<file path="src/rtl/lsu_pkg.sv">
// Shared definitions for the load/store unit.
//   MEM_B/MEM_H/MEM_W/MEM_X : access width encodings (req_width, mem_width)
//   lsu_state_e             : LSU control state
//   is_misaligned()         : alignment test for a width/address pair
package lsu_pkg;

    localparam logic [1:0] MEM_B = 2'd0;
    localparam logic [1:0] MEM_H = 2'd1;
    localparam logic [1:0] MEM_W = 2'd2;
    localparam logic [1:0] MEM_X = 2'd3;  // illegal width

    typedef enum logic [1:0] {
        StIdle,
        StBusy,
        StResp
    } lsu_state_e;

    function automatic logic is_misaligned(input logic [1:0] width, input logic [1:0] addr_lo);
        logic mis;
        mis = 1'b0;
        case (width)
            MEM_H:   mis = addr_lo[0];
            MEM_W:   mis = (addr_lo != 2'b00);
            default: mis = 1'b0;
        endcase
        return mis;
    endfunction

endpackage

</file>
<file path="src/rtl/lsu_extend.sv">
// Load data extension (combinational).
//   width       : access width (MEM_B / MEM_H / MEM_W)
//   is_unsigned : 1 = zero-extend, 0 = sign-extend
//   data_in     : right-justified responder data
//   data_out    : 32-bit extended load result (word passes through)
module lsu_extend
    import lsu_pkg::*;
(
    input  logic [1:0]  width,
    input  logic        is_unsigned,
    input  logic [31:0] data_in,
    output logic [31:0] data_out
);

    logic fill_b;
    logic fill_h;

    assign fill_b = ~is_unsigned & data_in[7];
    assign fill_h = ~is_unsigned & data_in[15];

    always_comb begin
        data_out = data_in;
        case (width)
            MEM_B:   data_out = {{24{fill_b}}, data_in[7:0]};
            MEM_H:   data_out = {{16{fill_h}}, data_in[15:0]};
            default: data_out = data_in;
        endcase
    end

endmodule

</file>
<file path="src/rtl/lsu.sv">
// Load/store unit: accepts one pipeline access at a time, runs it on a simple
// strobe/ready memory bus with a BUSY-cycle timeout, and returns a one-cycle
// response with extended load data or an error flag.
//
// Build option: define LSU_MISALIGN_TRAP_EN to reject misaligned half/word
// accesses without bus activity; otherwise they are issued unchanged.
//
// Ports:
//   clk, rst                    clock, asynchronous active-high reset
//   req_valid/req_ready         request handshake (ready only in IDLE)
//   req_write, req_width,       store flag, width, load zero-extend flag,
//   req_unsigned, req_addr,     byte address, right-justified store data
//   req_wdata
//   resp_valid/resp_rdata/      one-cycle completion pulse, load data, error
//   resp_err
//   mem_addr/mem_width/         bus address, width, store data (held registers)
//   mem_write_data
//   mem_read_valid/             bus strobes, high only in BUSY
//   mem_write_valid
//   mem_read_data/mem_ready     responder data and completion
module lsu
    import lsu_pkg::*;
#(
    parameter int unsigned TIMEOUT = 16
) (
    input  logic        clk,
    input  logic        rst,
    input  logic        req_valid,
    output logic        req_ready,
    input  logic        req_write,
    input  logic [1:0]  req_width,
    input  logic        req_unsigned,
    input  logic [31:0] req_addr,
    input  logic [31:0] req_wdata,
    output logic        resp_valid,
    output logic [31:0] resp_rdata,
    output logic        resp_err,
    output logic [31:0] mem_addr,
    output logic        mem_read_valid,
    output logic        mem_write_valid,
    output logic [31:0] mem_write_data,
    output logic [1:0]  mem_width,
    input  logic [31:0] mem_read_data,
    input  logic        mem_ready
);

`ifdef LSU_MISALIGN_TRAP_EN
    localparam bit TrapEn = 1'b1;
`else
    localparam bit TrapEn = 1'b0;
`endif

    localparam logic [7:0] LastCnt = 8'(TIMEOUT - 1);

    lsu_state_e  state_q, state_d;
    logic [31:0] addr_q, wdata_q, rdata_q;
    logic [1:0]  width_q;
    logic        write_q, unsigned_q, err_q;
    logic [7:0]  cnt_q;

    logic        accept, reject, timeout;
    logic [31:0] ext_data;

    assign accept  = req_valid && (state_q == StIdle);
    assign reject  = (req_width == MEM_X) || (TrapEn && is_misaligned(req_width, req_addr[1:0]));
    // cnt_q holds (BUSY cycle number - 1); a ready in the final cycle still completes.
    assign timeout = (state_q == StBusy) && (cnt_q == LastCnt) && !mem_ready;

    lsu_extend u_extend (
        .width      (width_q),
        .is_unsigned(unsigned_q),
        .data_in    (mem_read_data),
        .data_out   (ext_data)
    );

    // State register
    always_ff @(posedge clk or posedge rst) begin
        if (rst) begin
            state_q <= StIdle;
        end else begin
            state_q <= state_d;
        end
    end

    // Next-state logic
    always_comb begin
        state_d = state_q;
        unique case (state_q)
            StIdle: begin
                if (accept) state_d = reject ? StResp : StBusy;
            end
            StBusy: begin
                if (mem_ready || timeout) state_d = StResp;
            end
            StResp:  state_d = StIdle;
            default: state_d = StIdle;
        endcase
    end

    // Outputs; strobes come from state and registers only, never from req_*.
    always_comb begin
        req_ready       = (state_q == StIdle);
        mem_read_valid  = (state_q == StBusy) && !write_q;
        mem_write_valid = (state_q == StBusy) && write_q;
        resp_valid      = (state_q == StResp);
        resp_err        = (state_q == StResp) && err_q;
        resp_rdata      = (state_q == StResp) ? rdata_q : 32'd0;
    end

    assign mem_addr       = addr_q;
    assign mem_width      = width_q;
    assign mem_write_data = wdata_q;

    // Request capture, BUSY counter and response data
    always_ff @(posedge clk or posedge rst) begin
        if (rst) begin
            addr_q     <= 32'd0;
            wdata_q    <= 32'd0;
            width_q    <= MEM_B;
            write_q    <= 1'b0;
            unsigned_q <= 1'b0;
            err_q      <= 1'b0;
            rdata_q    <= 32'd0;
            cnt_q      <= 8'd0;
        end else begin
            if (accept) begin
                addr_q     <= req_addr;
                wdata_q    <= req_wdata;
                width_q    <= req_width;
                write_q    <= req_write;
                unsigned_q <= req_unsigned;
                err_q      <= reject;
                rdata_q    <= 32'd0;
                cnt_q      <= 8'd0;
            end else if (state_q == StBusy) begin
                cnt_q <= cnt_q + 8'd1;
                if (mem_ready) begin
                    err_q   <= 1'b0;
                    rdata_q <= write_q ? 32'd0 : ext_data;
                end else if (timeout) begin
                    err_q   <= 1'b1;
                    rdata_q <= 32'd0;
                end
            end
        end
    end

endmodule
</file>
<file path="config.mk">
export PLATFORM = sky130hd
export DESIGN_NAME = lsu
export DESIGN_NICKNAME = d
export VERILOG_FILES = /design/src/rtl/lsu_pkg.sv /design/src/rtl/lsu_extend.sv /design/src/rtl/lsu.sv
export SDC_FILE = /design/constraint.sdc
export NUM_CORES = 1
export LEC_CHECK = 0
export ABC_AREA = 1
export BUFFER_PORTS_ARGS = -buffer_cell sky130_fd_sc_hd__buf_2
export CORE_MARGIN = 2
export CORE_UTILIZATION = 50
export CTS_BUF_LIST = sky130_fd_sc_hd__clkbuf_4
export DETAILED_ROUTE_END_ITERATION = 7
export GPL_ROUTABILITY_DRIVEN = 0
export GPL_TIMING_DRIVEN = 0
export PLACE_DENSITY = 0.83
export SLEW_MARGIN = 15
export SYNTH_ARGS = -nofsm -noshare
export SYNTH_HDL_FRONTEND = slang
export SYNTH_SLANG_ARGS = --single-unit
export TNS_END_PERCENT = 10
</file>
<file path="constraint.sdc">
create_clock -name clk -period 3.6 [get_ports clk]
set_clock_uncertainty 0.1 [all_clocks]
set_input_delay 0.18 -clock clk [delete_from_list [all_inputs] [get_ports clk]]
set_output_delay 0.18 -clock clk [all_outputs]
set_load 0.02 [all_outputs]
</file>
==> results of run 1 <==
-- worst max-delay path, stage by stage (launching register included) --
cell     delay [ns]
dfrtp_1        0.45
inv_1          0.08
nor2_1         0.06
inv_1          0.20
buf_1          0.41
nor2_1         0.11
buf_2          0.18
-- per-stage QoR --
stage	worst slack (ns)	instance area [µm²]	hold slack [ns]
2_1_floorplan	0.389	5150	0.190
3_3_place_gp	-0.861	6350	0.274
3_5_place_dp	1.88	6380	0.167
4_1_cts	1.36	7400	0.0223
5_1_grt	1.20	7400	0.0511
6_report	1.37	7400	0.0410
-- cells by family after synthesis --
logic type      after synthesis  share of synthesized area (%)
buf+inv                      91                           7.72
simple gates                454                           36.0
compound gates               21                           2.06
flops                       111                           53.9
fa+ha+maj                     1                          0.243
-- flip-flops by register name (all words and copies together) (netlist names) --
signal,cells
rdata_q,32
err_q,1
mem_width,2
write_q,1
unsigned_q,1
mem_addr,32
state_q,2
mem_write_data,32
cnt_q,8
-- Yosys cell counts --
cell,count
o21ai_0,11
buf_2,15
a21oi_1,9
nor2_2,1
nor2_4,3
nor3_1,1
inv_2,4
nand3_1,34
nand2_2,2
a31oi_1,1
clkbuf_1,7
or2_2,16
nand2_4,4
inv_1,57
dfrtp_1,111
nand4_1,1
nor2_1,71
buf_6,5
nand2_1,320
ha_1,1
buf_1,3
nand3_2,1
-- final cells by class --
cell class / count / area, µm²
buffer: 30 / 169
sequential: 111 / 2780
clock buffer: 9 / 67.6
multi-input combinational: 476 / 1980
clock inverter: 7 / 82.6
tap: 136 / 170
timing repair buffer: 293 / 1920
fill: 758 / 2790
inverter: 61 / 234
-- power breakdown --
part	total (mW)	switching [mW]	internal, mW
clock	0.652	0.432	0.220
combinational	2.69	1.79	0.900
sequential	2.10	0.334	1.77
-- path summary, 6_finish.rpt --
check	from	end	slack, ns	depth (start not counted)
worst max-delay path	state_q[1]	resp_rdata[29]	1.37	6
worst min-delay path	mem_read_data[18]	rdata_q[18]	0.04	6
worst max register to register	state_q[0]	mem_write_data[29]	1.78	6
worst min register to register	rdata_q[2]	rdata_q[2]	0.39	2
max in group asynchronous	rst	mem_write_data[13]	2.58	4
min in group asynchronous	rst	cnt_q[6]	0.18	3
-- per-layer routing --
layer  GRT usage [%]  part of all wire (%)
met1            36.5                    41
met2            50.6                    49
met3            5.07                   7.5
met4            11.4                   2.7
met5               0                     0
==> impl_metrics.json, run 1 <==
{
  "grt_pass1_wl_mm": 26.0,
  "grt_pass1_vias": 5525,
  "final_common_cell": "nand2_1",
  "clk_pin_slew_ns": 0.18,
  "clockBufferDepth": 2,
  "ys_ff_latch": 111,
  "viasPerCell": 4.89,
  "leakage_nw": 4.19,
  "synth_area_leaders": "dfrtp_1, nand2_1, nor2_1",
  "antennaDiodeCount": 0,
  "die_w_um": 106,
  "numCtsBuffers": 9,
  "placementRows": 37,
  "instances_no_fill": 1123,
  "max-cap-violations": 0,
  "worst_ir_drop_vdd_mv": 0.459,
  "cts-root-buf": "clkbuf_4",
  "yosysSeqAreaShare_pct": 53.9,
  "layout-drive-gt1-share_pct": 27.9,
  "slew_headroom_pct": 62.7,
  "grt.overflow.total": 0,
  "power_density_mw_per_mm2": 736,
  "grt_max_degree": 59,
  "area_delta_synth_final_pct": 43.6,
  "hold_viol_final": 0,
  "cp-start-kind": "flip-flop",
  "first_iter_violations": 399,
  "fmax_ghz": 0.448,
  "layout_common_cells": "nand2_1, buf_2, dfrtp_1",
  "avgSynthCellArea_um2": 7.60,
  "worst_pin_slew_ns": 0.559,
  "crit_type": "flip-flop to primary output",
  "period_minus_slack_ns": 2.23,
  "dr.pass1.iters": 5,
  "dp_cells": 1021,
  "dieArea_mm2": 0.0111,
  "grtUsageTotal_pct": 29.2,
  "cp.arrival_ns": 1.95,
  "antenna_found_initial": 0,
  "drc_errors": 0,
  "hold_path.class": "primary input to flip-flop",
  "start_util_pct": 50.6,
  "setup_viol": 0,
  "ant_nets": 0,
  "clock-sinks": 111,
  "routed_wl_mm": 15.7,
  "synth_nets": 783,
  "status": "completed",
  "ctsHoldBuffers": 86,
  "finalPower_mw": 5.44,
  "htree_levels": 3,
  "post-route-period-util_pct": 61.9,
  "nets": 1087,
  "synth_cells": 678,
  "numPortBuffers": 206,
  "cts_tree": "done",
  "synth_top_area_share_pct": 53.9,
  "synth_area_mm2": 0.00515,
  "io_pins": 207,
  "core_area_mm2": 0.0102,
  "tns_ns": 0,
  "wl_per_cell_um": 14.0,
  "crit_required_ns": 3.32,
  "die_h_um": 106,
  "postLayoutCoreUtil_pct": 72.6,
  "cp_max_fo": 10,
  "yosysUniqueCellTypes": 22,
  "clk_latency_ns": 0.47,
  "dp_hpwl_mm": 9.80,
  "synth_area_leader_cell": "dfrtp_1",
  "ys_warn_count": 0,
  "post_cts_buffers": 0,
  "rsz0062_at_grt": "false",
  "critPathCaptureType": "primary output",
  "drv_slew": 0,
  "vias": 5491,
  "ctsResizeCount": 0
}
Note: power is estimated with default switching activity, not from simulation.
==> run 2: changes to the inputs <==
--- a/config.mk
+++ b/config.mk
@@ -5,15 +5,15 @@
 export SDC_FILE = /design/constraint.sdc
 export NUM_CORES = 1
 export LEC_CHECK = 0
-export ABC_AREA = 1
+export ABC_AREA = 0
 export BUFFER_PORTS_ARGS = -buffer_cell sky130_fd_sc_hd__buf_2
 export CORE_MARGIN = 2
-export CORE_UTILIZATION = 50
+export CORE_UTILIZATION = 45
 export CTS_BUF_LIST = sky130_fd_sc_hd__clkbuf_4
 export DETAILED_ROUTE_END_ITERATION = 7
 export GPL_ROUTABILITY_DRIVEN = 0
 export GPL_TIMING_DRIVEN = 0
-export PLACE_DENSITY = 0.83
+export PLACE_DENSITY = 0.8
 export SLEW_MARGIN = 15
 export SYNTH_ARGS = -nofsm -noshare
 export SYNTH_HDL_FRONTEND = slang
==> constraint.sdc (replaced) <==
create_clock -name clk -period 2 [get_ports clk]
set_clock_uncertainty 0.1 [all_clocks]
set_input_delay 0.1 -clock clk [delete_from_list [all_inputs] [get_ports clk]]
set_output_delay 0.1 -clock clk [all_outputs]
set_load 0.02 [all_outputs]
==> impl_metrics.json, run 2 <==
{
  "first_iter_violations": 326,
  "reg2reg_from": "cnt_q[4]",
  "clk_pin_slew_ns": 0.15,
  "cts-root-buf": "clkbuf_4",
  "rrSetupSlack_ns": 0.03,
  "fmax_ghz": 0.507,
  "synth_most_common_cell": "nand2_1",
  "finalPower_mw": 9.76,
  "grtUsageTotal_pct": 25.5,
  "postSynth.asyncResetShare_pct": 100,
  "cp_num_buf_inv": 1,
  "numPortBuffers": 206,
  "yosysUniqueCellTypes": 32,
  "ys_warn_count": 0,
  "avgSynthCellArea_um2": 9.43,
  "r2r_cells": 5,
  "hold_viol_final": 0,
  "area_delta_synth_final_pct": 48.9,
  "drc_errors": 0,
  "timing.rr.end": "rdata_q[23]",
  "cp_max_fo": 10,
  "synth_area_leaders": "dfrtp_1, nand2_1, mux2_4",
  "ant_nets": 0,
  "clock-sinks": 111,
  "numCtsBuffers": 9,
  "path_delay_family": "simple AND/OR/NAND/NOR gates",
  "post-route-period-util_pct": 98.7,
  "min_from": "mem_read_data[11]",
  "placed_cell_area_mm2": 0.00627,
  "slew_headroom_pct": 55.8,
  "grt_pass1_wl_mm": 23.6,
  "nets": 957,
  "hold_path.class": "primary input to flip-flop",
  "crit_required_ns": 2.25,
  "synth_common_cells": "nand2_1, dfrtp_1, and2_1, mux2_4, nor2b_1",
  "final_common_cell": "nand2_1",
  "cp-start-kind": "flip-flop",
  "power_density_mw_per_mm2": 1310,
  "wl_per_cell_um": 15.5,
  "whs_ns": 0.0629,
  "synth_area_mm2": 0.00500,
  "setup_viol": 0,
  "crit_chain": "or4_4, nor3_4, a211oi_4, buf_6, mux2_4",
  "synth_cells": 530,
  "die_h_um": 109,
  "dr.pass1.iters": 6,
  "io_pins": 207,
  "clk_latency_ns": 0.47,
  "cts_tree": "done",
  "crit_type": "flip-flop to flip-flop",
  "synth_nets": 635,
  "routed_wl_mm": 15.5,
  "stdcell_area_mm2": 0.00744,
  "yosysSeqAreaShare_pct": 55.6,
  "synth_area_leader_cell": "dfrtp_1",
  "synth_ff_type": "dfrtp_1",
  "antenna_found_initial": 1,
  "htree_levels": 3,
  "vias": 4948,
  "rsz0062_at_grt": "true",
  "critPathCaptureType": "flip-flop",
  "start_util_pct": 46.1,
  "clockBufferDepth": 2,
  "min_path_cells": 4,
  "die_w_um": 109,
  "worst_pin_slew_ns": 0.663,
  "core_area_mm2": 0.0108,
  "dp_hpwl_mm": 9.68,
  "grt_pass1_vias": 5052,
  "max-cap-violations": 0,
  "synth_top_area_share_pct": 55.6,
  "leakage_nw": 4.06,
  "drv_slew": 0,
  "critical_path.slowest_cell": "or4_4",
  "ys_ff_latch": 111,
  "placementRows": 38,
  "synth_edf_count": 0,
  "layout-drive-gt1-share_pct": 32.5,
  "grt_max_degree": 37,
  "min_to": "rdata_q[11]",
  "dieArea_mm2": 0.0120,
  "max_stage_delay_ns": 0.55,
  "layout_common_cells": "nand2_1, buf_2, dfrtp_1",
  "cp.arrival_ns": 2.23,
  "worst_ir_drop_vdd_mv": 0.979,
  "viasPerCell": 4.96,
  "period_minus_slack_ns": 1.97,
  "status": "completed",
  "grt.overflow.total": 0
}
## run 2: final cells by class
type | instances | area, µm²
fill | 791 | 3400
sequential | 111 | 2780
timing repair buffer | 311 | 2110
multi-input combinational | 378 | 2060
tap | 140 | 175
buffer | 31 | 170
clock buffer | 11 | 82.6
inverter | 10 | 41.3
clock inverter | 4 | 23.8
antenna | 1 | 2.50
## run 2: timing repair
action,4_1_cts,5_1_grt
resized for setup,14,10
endpoints found under the hold margin,143,0
setup buffers,1,1
hold buffers,100,0
setup endpoints to repair,61,58
pin swaps,1,0
## run 2: metrics by stage
stage | TNS, ns | utilization (%) | worst slack (ns) | std cells
floorplan | 0 | - | 0.0531 | 530
global placement | -28.63 | 57.2 | -0.236 | 876
detailed placement | -4.24 | 57.8 | -0.184 | 879
CTS | -0.00921 | 68.4 | -0.00394 | 995
global route | -0.528 | 68.6 | -0.0325 | 997
finish | 0 | 68.6 | 0.0263 | 997
## run 2: worst max path at each step
stage / from / to / slack, ns / depth (start not counted)
floorplan: mem_width[0] / rdata_q[18] / 0.05 / 5
global placement: rst / mem_addr[8] / -0.24 / 2
detailed placement: state_q[0] / rdata_q[23] / -0.18 / 6
CTS: state_q[0] / rdata_q[26] / -0.004 / 6
global route: cnt_q[4] / rdata_q[14] / -0.03 / 5
finish: cnt_q[4] / rdata_q[23] / 0.03 / 5
## run 2: report_power, final
part / switching (mW) / internal (mW) / total [mW] / leakage (nW)
registers: 0.616 / 3.25 / 3.86 / 1.41
logic: 3.00 / 1.92 / 4.91 / 2.59
clock network: 0.708 / 0.272 / 0.980 / 0.0564
total: 4.32 / 5.44 / 9.76 / 4.06
## run 2: per-layer routing
metal,GRT usage (%),vias up,routed length [µm]
li1,-,2314,-
met1,30.5,2359,6230
met2,44.0,234,7640
met3,5.45,41,1120
met4,11.9,0,490
met5,0,-,0
## run 2: worst min-delay path, cell delays in order
cell and delay (ns):
buf_2 0.09, o21ai_0 0.09, a21oi_1 0.16, mux2_4 0.15
## run 2: logic make-up (layout without fill, tap and decap cells)
family | count (synthesis) | in the layout | synth area share [%]
other | 0 | 1 | 0
buffers and inverters | 41 | 367 | 3.66
flip-flops | 111 | 111 | 55.6
adder cells (fa/ha/maj) | 1 | 1 | 0.250
AO/OA/AOI/OAI | 35 | 35 | 4.13
multiplexers | 35 | 35 | 9.24
AND/OR/NAND/NOR | 307 | 307 | 27.1
